[src/rtl/muldiv_unit.sv]
// Iterative HI/LO multiply/divide unit: shift-add multiply and restoring divide,
// one bit per cycle, with a final sign-fixup cycle and direct MTHI/MTLO writes.
module muldiv_unit (
    input  logic        clk,
    input  logic        resetn,
    input  logic        start,
    input  logic [2:0]  op,
    input  logic [31:0] a,
    input  logic [31:0] b,
    input  logic        flush,
    output logic        busy,
    output logic        done,
    output logic [31:0] hi,
    output logic [31:0] lo
);

    typedef enum logic [1:0] {IDLE, CALC, FIX} state_t;

    state_t      state_reg, state_next;
    logic [4:0]  cnt_reg;
    logic [31:0] ma_reg, mb_reg;
    logic        sa_reg, sb_reg, signed_reg, isdiv_reg, dz_reg;
    logic [63:0] acc_reg;
    logic [31:0] rem_reg;
    logic        busy_reg, done_reg;
    logic [31:0] hi_reg, lo_reg;

    logic [63:0] mul_add;
    logic [32:0] rem_shift, diff;
    logic [63:0] prod_fix;
    logic [31:0] quo_fix, rmd_fix;
    logic        neg_res;

    always_comb begin
        state_next = state_reg;
        case (state_reg)
            IDLE:    if (start && !op[2]) state_next = CALC;
            CALC:    if (cnt_reg == 5'd31) state_next = FIX;
            FIX:     state_next = IDLE;
            default: state_next = IDLE;
        endcase
        if (flush) state_next = IDLE;
    end

    always_comb begin
        mul_add   = mb_reg[cnt_reg] ? ({32'b0, ma_reg} << cnt_reg) : 64'b0;
        // Dividend bits enter MSB first, so step cnt consumes bit 31-cnt.
        rem_shift = {rem_reg, ma_reg[~cnt_reg]};
        diff      = rem_shift - {1'b0, mb_reg};
        neg_res   = signed_reg && (sa_reg ^ sb_reg);
        prod_fix  = neg_res ? -acc_reg : acc_reg;
        // A zero divisor leaves quotient all ones and remainder |a|; negating
        // the remainder for a negative dividend restores a as issued.
        quo_fix   = (neg_res && !dz_reg) ? -acc_reg[31:0] : acc_reg[31:0];
        rmd_fix   = (signed_reg && sa_reg) ? -rem_reg : rem_reg;
    end

    always_ff @(posedge clk or negedge resetn) begin
        if (!resetn) begin
            state_reg  <= IDLE;
            cnt_reg    <= '0;
            ma_reg     <= '0;
            mb_reg     <= '0;
            sa_reg     <= 1'b0;
            sb_reg     <= 1'b0;
            signed_reg <= 1'b0;
            isdiv_reg  <= 1'b0;
            dz_reg     <= 1'b0;
            acc_reg    <= '0;
            rem_reg    <= '0;
            busy_reg   <= 1'b0;
            done_reg   <= 1'b0;
            hi_reg     <= '0;
            lo_reg     <= '0;
        end else begin
            state_reg <= state_next;
            busy_reg  <= (state_next != IDLE);
            done_reg  <= 1'b0;
            case (state_reg)
                IDLE: if (start && !flush) begin
                    if (!op[2]) begin
                        ma_reg     <= (!op[0] && a[31]) ? -a : a;
                        mb_reg     <= (!op[0] && b[31]) ? -b : b;
                        sa_reg     <= a[31];
                        sb_reg     <= b[31];
                        signed_reg <= !op[0];
                        isdiv_reg  <= op[1];
                        dz_reg     <= (b == '0);
                        cnt_reg    <= '0;
                        acc_reg    <= '0;
                        rem_reg    <= '0;
                    end else if (op == 3'd4) begin
                        hi_reg <= a;
                    end else if (op == 3'd5) begin
                        lo_reg <= a;
                    end
                end
                CALC: if (!flush) begin
                    cnt_reg <= cnt_reg + 5'd1;
                    if (isdiv_reg) begin
                        rem_reg <= diff[32] ? rem_shift[31:0] : diff[31:0];
                        acc_reg <= {32'b0, acc_reg[30:0], !diff[32]};
                    end else begin
                        acc_reg <= acc_reg + mul_add;
                    end
                end
                FIX: if (!flush) begin
                    done_reg <= 1'b1;
                    if (isdiv_reg) begin
                        hi_reg <= rmd_fix;
                        lo_reg <= quo_fix;
                    end else begin
                        hi_reg <= prod_fix[63:32];
                        lo_reg <= prod_fix[31:0];
                    end
                end
                default: ;
            endcase
        end
    end

    assign busy = busy_reg;
    assign done = done_reg;
    assign hi   = hi_reg;
    assign lo   = lo_reg;

endmodule
[config.mk]
export PLATFORM = sky130hd
export DESIGN_NAME = muldiv_unit
export DESIGN_NICKNAME = d
export VERILOG_FILES = /design/src/rtl/muldiv_unit.sv
export SDC_FILE = /design/constraint.sdc
export NUM_CORES = 1
export LEC_CHECK = 0
export CORE_MARGIN = 2
export CORE_UTILIZATION = 55
export DETAILED_ROUTE_END_ITERATION = 8
export GPL_TIMING_DRIVEN = 0
export PLACE_DENSITY_LB_ADDON = 0.25
export SYNTH_ARGS = -nofsm -noshare
export SYNTH_HDL_FRONTEND = slang
export SYNTH_SLANG_ARGS = --single-unit
[constraint.sdc]
create_clock -name clk -period 6.2 [get_ports clk]
set_clock_uncertainty 0.15 [all_clocks]
set_input_delay 1.24 -clock clk [delete_from_list [all_inputs] [get_ports clk]]
set_output_delay 1.24 -clock clk [all_outputs]
set_load 0.005 [all_outputs]
==> metrics.yaml <==
post-route-util: 0.6519
grt_max_degree: 85
fin_area_um2: 24500
initial_core_util: 0.5585
grt_pass1_vias: 21304
swShare: 0.4707
met3_length_um: 10880
hold_end: "lo[15]$_DFFE_PN0P_"
finalPower_mw: 9.119
synth-xor-area-share: 0.09683
whs_path_depth: 2
status: "finished, final reports clean"
finalNetCount: 3055
reg2reg_from: "cnt_reg[0]$_DFFE_PN0P_"
cp.required_ps: 6550
synth_edf_count: 0
grt_pass1_wl_um: 129200
yosys_warnings: 0
drt_wl_total_um: 85870
total_leakage_power_nw: 10.32
start_kind: "flip-flop"
synth_compound_area_frac: 0.2421
top_layer_used: "met4"
peakVddDrop_uv: 268.7
netlist_area_um2: 20990
fin_crit_ps: 5973
synth.area.mux_share: 0.07071
synth_cell_type_count: 79
drive_above_1_share: 0.06336
fmax_mhz: 167.4
crit_fanout: 10
critPathMaxStageDelay_ps: 570
p_int_mw: 4.826
grtUsageTotal: 0.4316
htreeDepth: 1
area_growth_pct: 16.74
holdCritPathClass: "flip-flop to flip-flop"
cts_buffers: 30
p_comb_frac: 0.529
synth_top_family_by_area: "compound AO/OA/AOI/OAI gates"
whs_ps: 328.7
clk_latency_ps: 630
critPathTopFamily: "compound AO/OA/AOI/OAI gates"
synthSimpleGateAreaFrac: 0.1980
grt.overflow.total: 0
hold_start: "lo[15]$_DFFE_PN0P_"
slew_headroom: 0.2657
critPathBufInv: 2
tritoncts: "built"
wl_met1_um: 35260
place_congestion: 1.044
drtIter0Drc: 2904
vias: 22504
io_pins: 137
worstPathArrival_ps: 6320
rows: 71
ant_nets: 0
rrSetupSlack_ps: 230
synth_ff_type: "dfrtp_1"
syn_nets: 2873
worstMarginPinSlew_ps: 1094
syn_area_per_cell_um2: 7.775
die_w_um: 199.3
synth_seq_cells: 238
final_cell_mix: "369 x nand2_1, 305 x o21ai_0, 257 x a21oi_1"
clkTransAtPathRegs_ps: 60
p_switching_mw: 4.292
synth_fa_ha_area_frac: 0.06213
die_h_um: 199.3
power_frac_clock: 0.220
met2_length_um: 35700
path_class: "flip-flop to flip-flop"
rr_worst_depth: 20
end_kind: "flip-flop"
power_frac_seq: 0.251
finalHoldViolCount: 0
num_antenna_cells: 0
cts_sinks: 238
core-area_um2: 37580
reg2reg_to: "acc_reg[56]$_DFFE_PN0P_"
largest_reg_flops: 64
slew_viol_final: 0
setup_viol: 0
drc: 0
clock-root-buffer: "clkbuf_16"
dr.pass1.iters: 6
layout_commonest_cell: "nand2_1"
antenna_found_initial: 3
synthCells: 2699
final.period_utilization: 0.9634
viasPerCell: 6.590
ys_seq_area_frac: 0.2838
avgRoutedWirePerCell_um: 25.14
crit_chain: "buf_6, mux4_2, mux4_2, nand2b_2, or2_1, nor2_1, and2_1, ha_1, inv_1, fa_1, nor2b_1, o31a_1, o31ai_1, a221oi_1, o211ai_1, nand2_1, a21oi_1, o21ai_0, xnor2_1, o21ai_0"
powerDensity_nw_per_um2: 372.2
portBuffers: 136
dpl_cell_area_um2: 23060
die_area_um2: 39730
clock_path_buffers: 3
n_fill_cell: 3340
async_reset_ff_frac: 1.000
dp_hpwl_um: 68070
drv_cap: 0
cp_slowest_cell: "mux4_2"
## through the flow
| step | TNS [ps] | setup WS, ps | instances |
|---|---|---|---|
| after floorplan | 0 | 482.2 | 2699 |
| after global placement | -1618120 | -6384 | 3346 |
| after detailed placement | -64650 | -1754 | 3350 |
| after CTS | 0 | 4.536 | 3411 |
| after global routing | -31.15 | -30.89 | 3415 |
| final | 0 | 226.7 | 3415 |
## power groups by stage
stage,combinational [mW],sequential (mW),clock [mW]
2_1_floorplan,3.00,2.10,0
3_3_place_gp,4.47,2.26,0
3_5_place_dp,4.54,2.28,0
4_1_cts,4.60,2.26,2.00
5_1_grt,5.12,2.31,2.05
6_report,4.82,2.29,2.00
## worst register-to-register path, delay by kind of cell, from the launching register on
family                   cells  cell delay [ps]
AO/OA/AOI/OAI                7             2270
multiplexers                 2             1140
AND/OR/NAND/NOR              6             1070
adder cells (fa/ha/maj)      2              390
flip-flops                   1              380
buffers and inverters        2              270
XOR/XNOR                     1              150
## kinds of logic after synthesis
group                    Yosys count
XOR/XNOR                         232
adder cells (fa/ha/maj)          103
AND/OR/NAND/NOR                  910
AO/OA/AOI/OAI                    853
buffers and inverters            251
flip-flops                       238
multiplexers                     112
## worst max path at each step
stage | from | end | slack, ps | cells past startpoint
floorplan | cnt_reg[0]$_DFFE_PN0P_ | rem_reg[14]$_DFFE_PN0P_ | 480 | 23
global placement | resetn | acc_reg[50]$_DFFE_PN0P_ | -6380 | 1
detailed placement | cnt_reg[1]$_DFFE_PN0P_ | acc_reg[63]$_DFFE_PN0P_ | -1750 | 19
CTS | cnt_reg[0]$_DFFE_PN0P_ | rem_reg[9]$_DFFE_PN0P_ | 5 | 24
global route | cnt_reg[0]$_DFFE_PN0P_ | acc_reg[55]$_DFFE_PN0P_ | -30 | 21
finish | cnt_reg[0]$_DFFE_PN0P_ | acc_reg[56]$_DFFE_PN0P_ | 230 | 20
## cell type report
cell class	instances	area, um2	area share
Tap cell	511	639.4	0.02610
Multi-Input combinational cell	2211	14240	0.5811
Buffer	154	673.1	0.02748
Inverter	93	349.1	0.01425
Timing Repair Buffer	153	1535	0.06267
Clock buffer	38	810.8	0.03310
Clock inverter	17	296.5	0.01210
Sequential cell	238	5957	0.2432
## cell usage after synthesis (12+ instances only)
master,instances,area (um2)
o21bai_1,15,112.6
dfrtp_1,238,5956
nand2_1,370,1389
o21ai_0,311,1556
nand4_1,22,137.6
buf_1,14,52.55
xnor2_1,125,1095
xor2_1,107,937.2
o41ai_1,12,105.1
and3_1,31,193.9
a211oi_1,21,157.7
a21oi_1,260,1301
nand2b_1,23,143.9
o311ai_0,12,105.1
o211ai_1,16,120.1
mux2i_1,65,650.6
a21o_1,44,330.3
nand3_1,56,280.3
nor3_1,43,215.2
inv_1,92,345.3
o31ai_1,42,315.3
nor2_1,241,904.6
mux2_2,20,225.2
nor2b_1,27,168.9
mux4_2,27,608.1
and2_1,21,131.4
clkbuf_1,135,506.7
a31oi_1,17,106.4
nor4_1,18,112.6
o21a_1,12,90.09
ha_1,101,1264
or3_1,16,100.1
## layer usage
metal | up-vias | GRT usage
met5 | - | 0
met4 | 0 | 0.1764
met3 | 249 | 0.1090
met2 | 1462 | 0.6458
met1 | 10762 | 0.5954
li1 | 10031 | -
## timing repair
action,CTS,global route
pin swaps,4,7
cloned,4,1
setup buffers,3,6
endpoints found under the setup margin,71,57
resized for setup,46,27
hold buffers,0,0
Power figures use the tool's default switching activity.
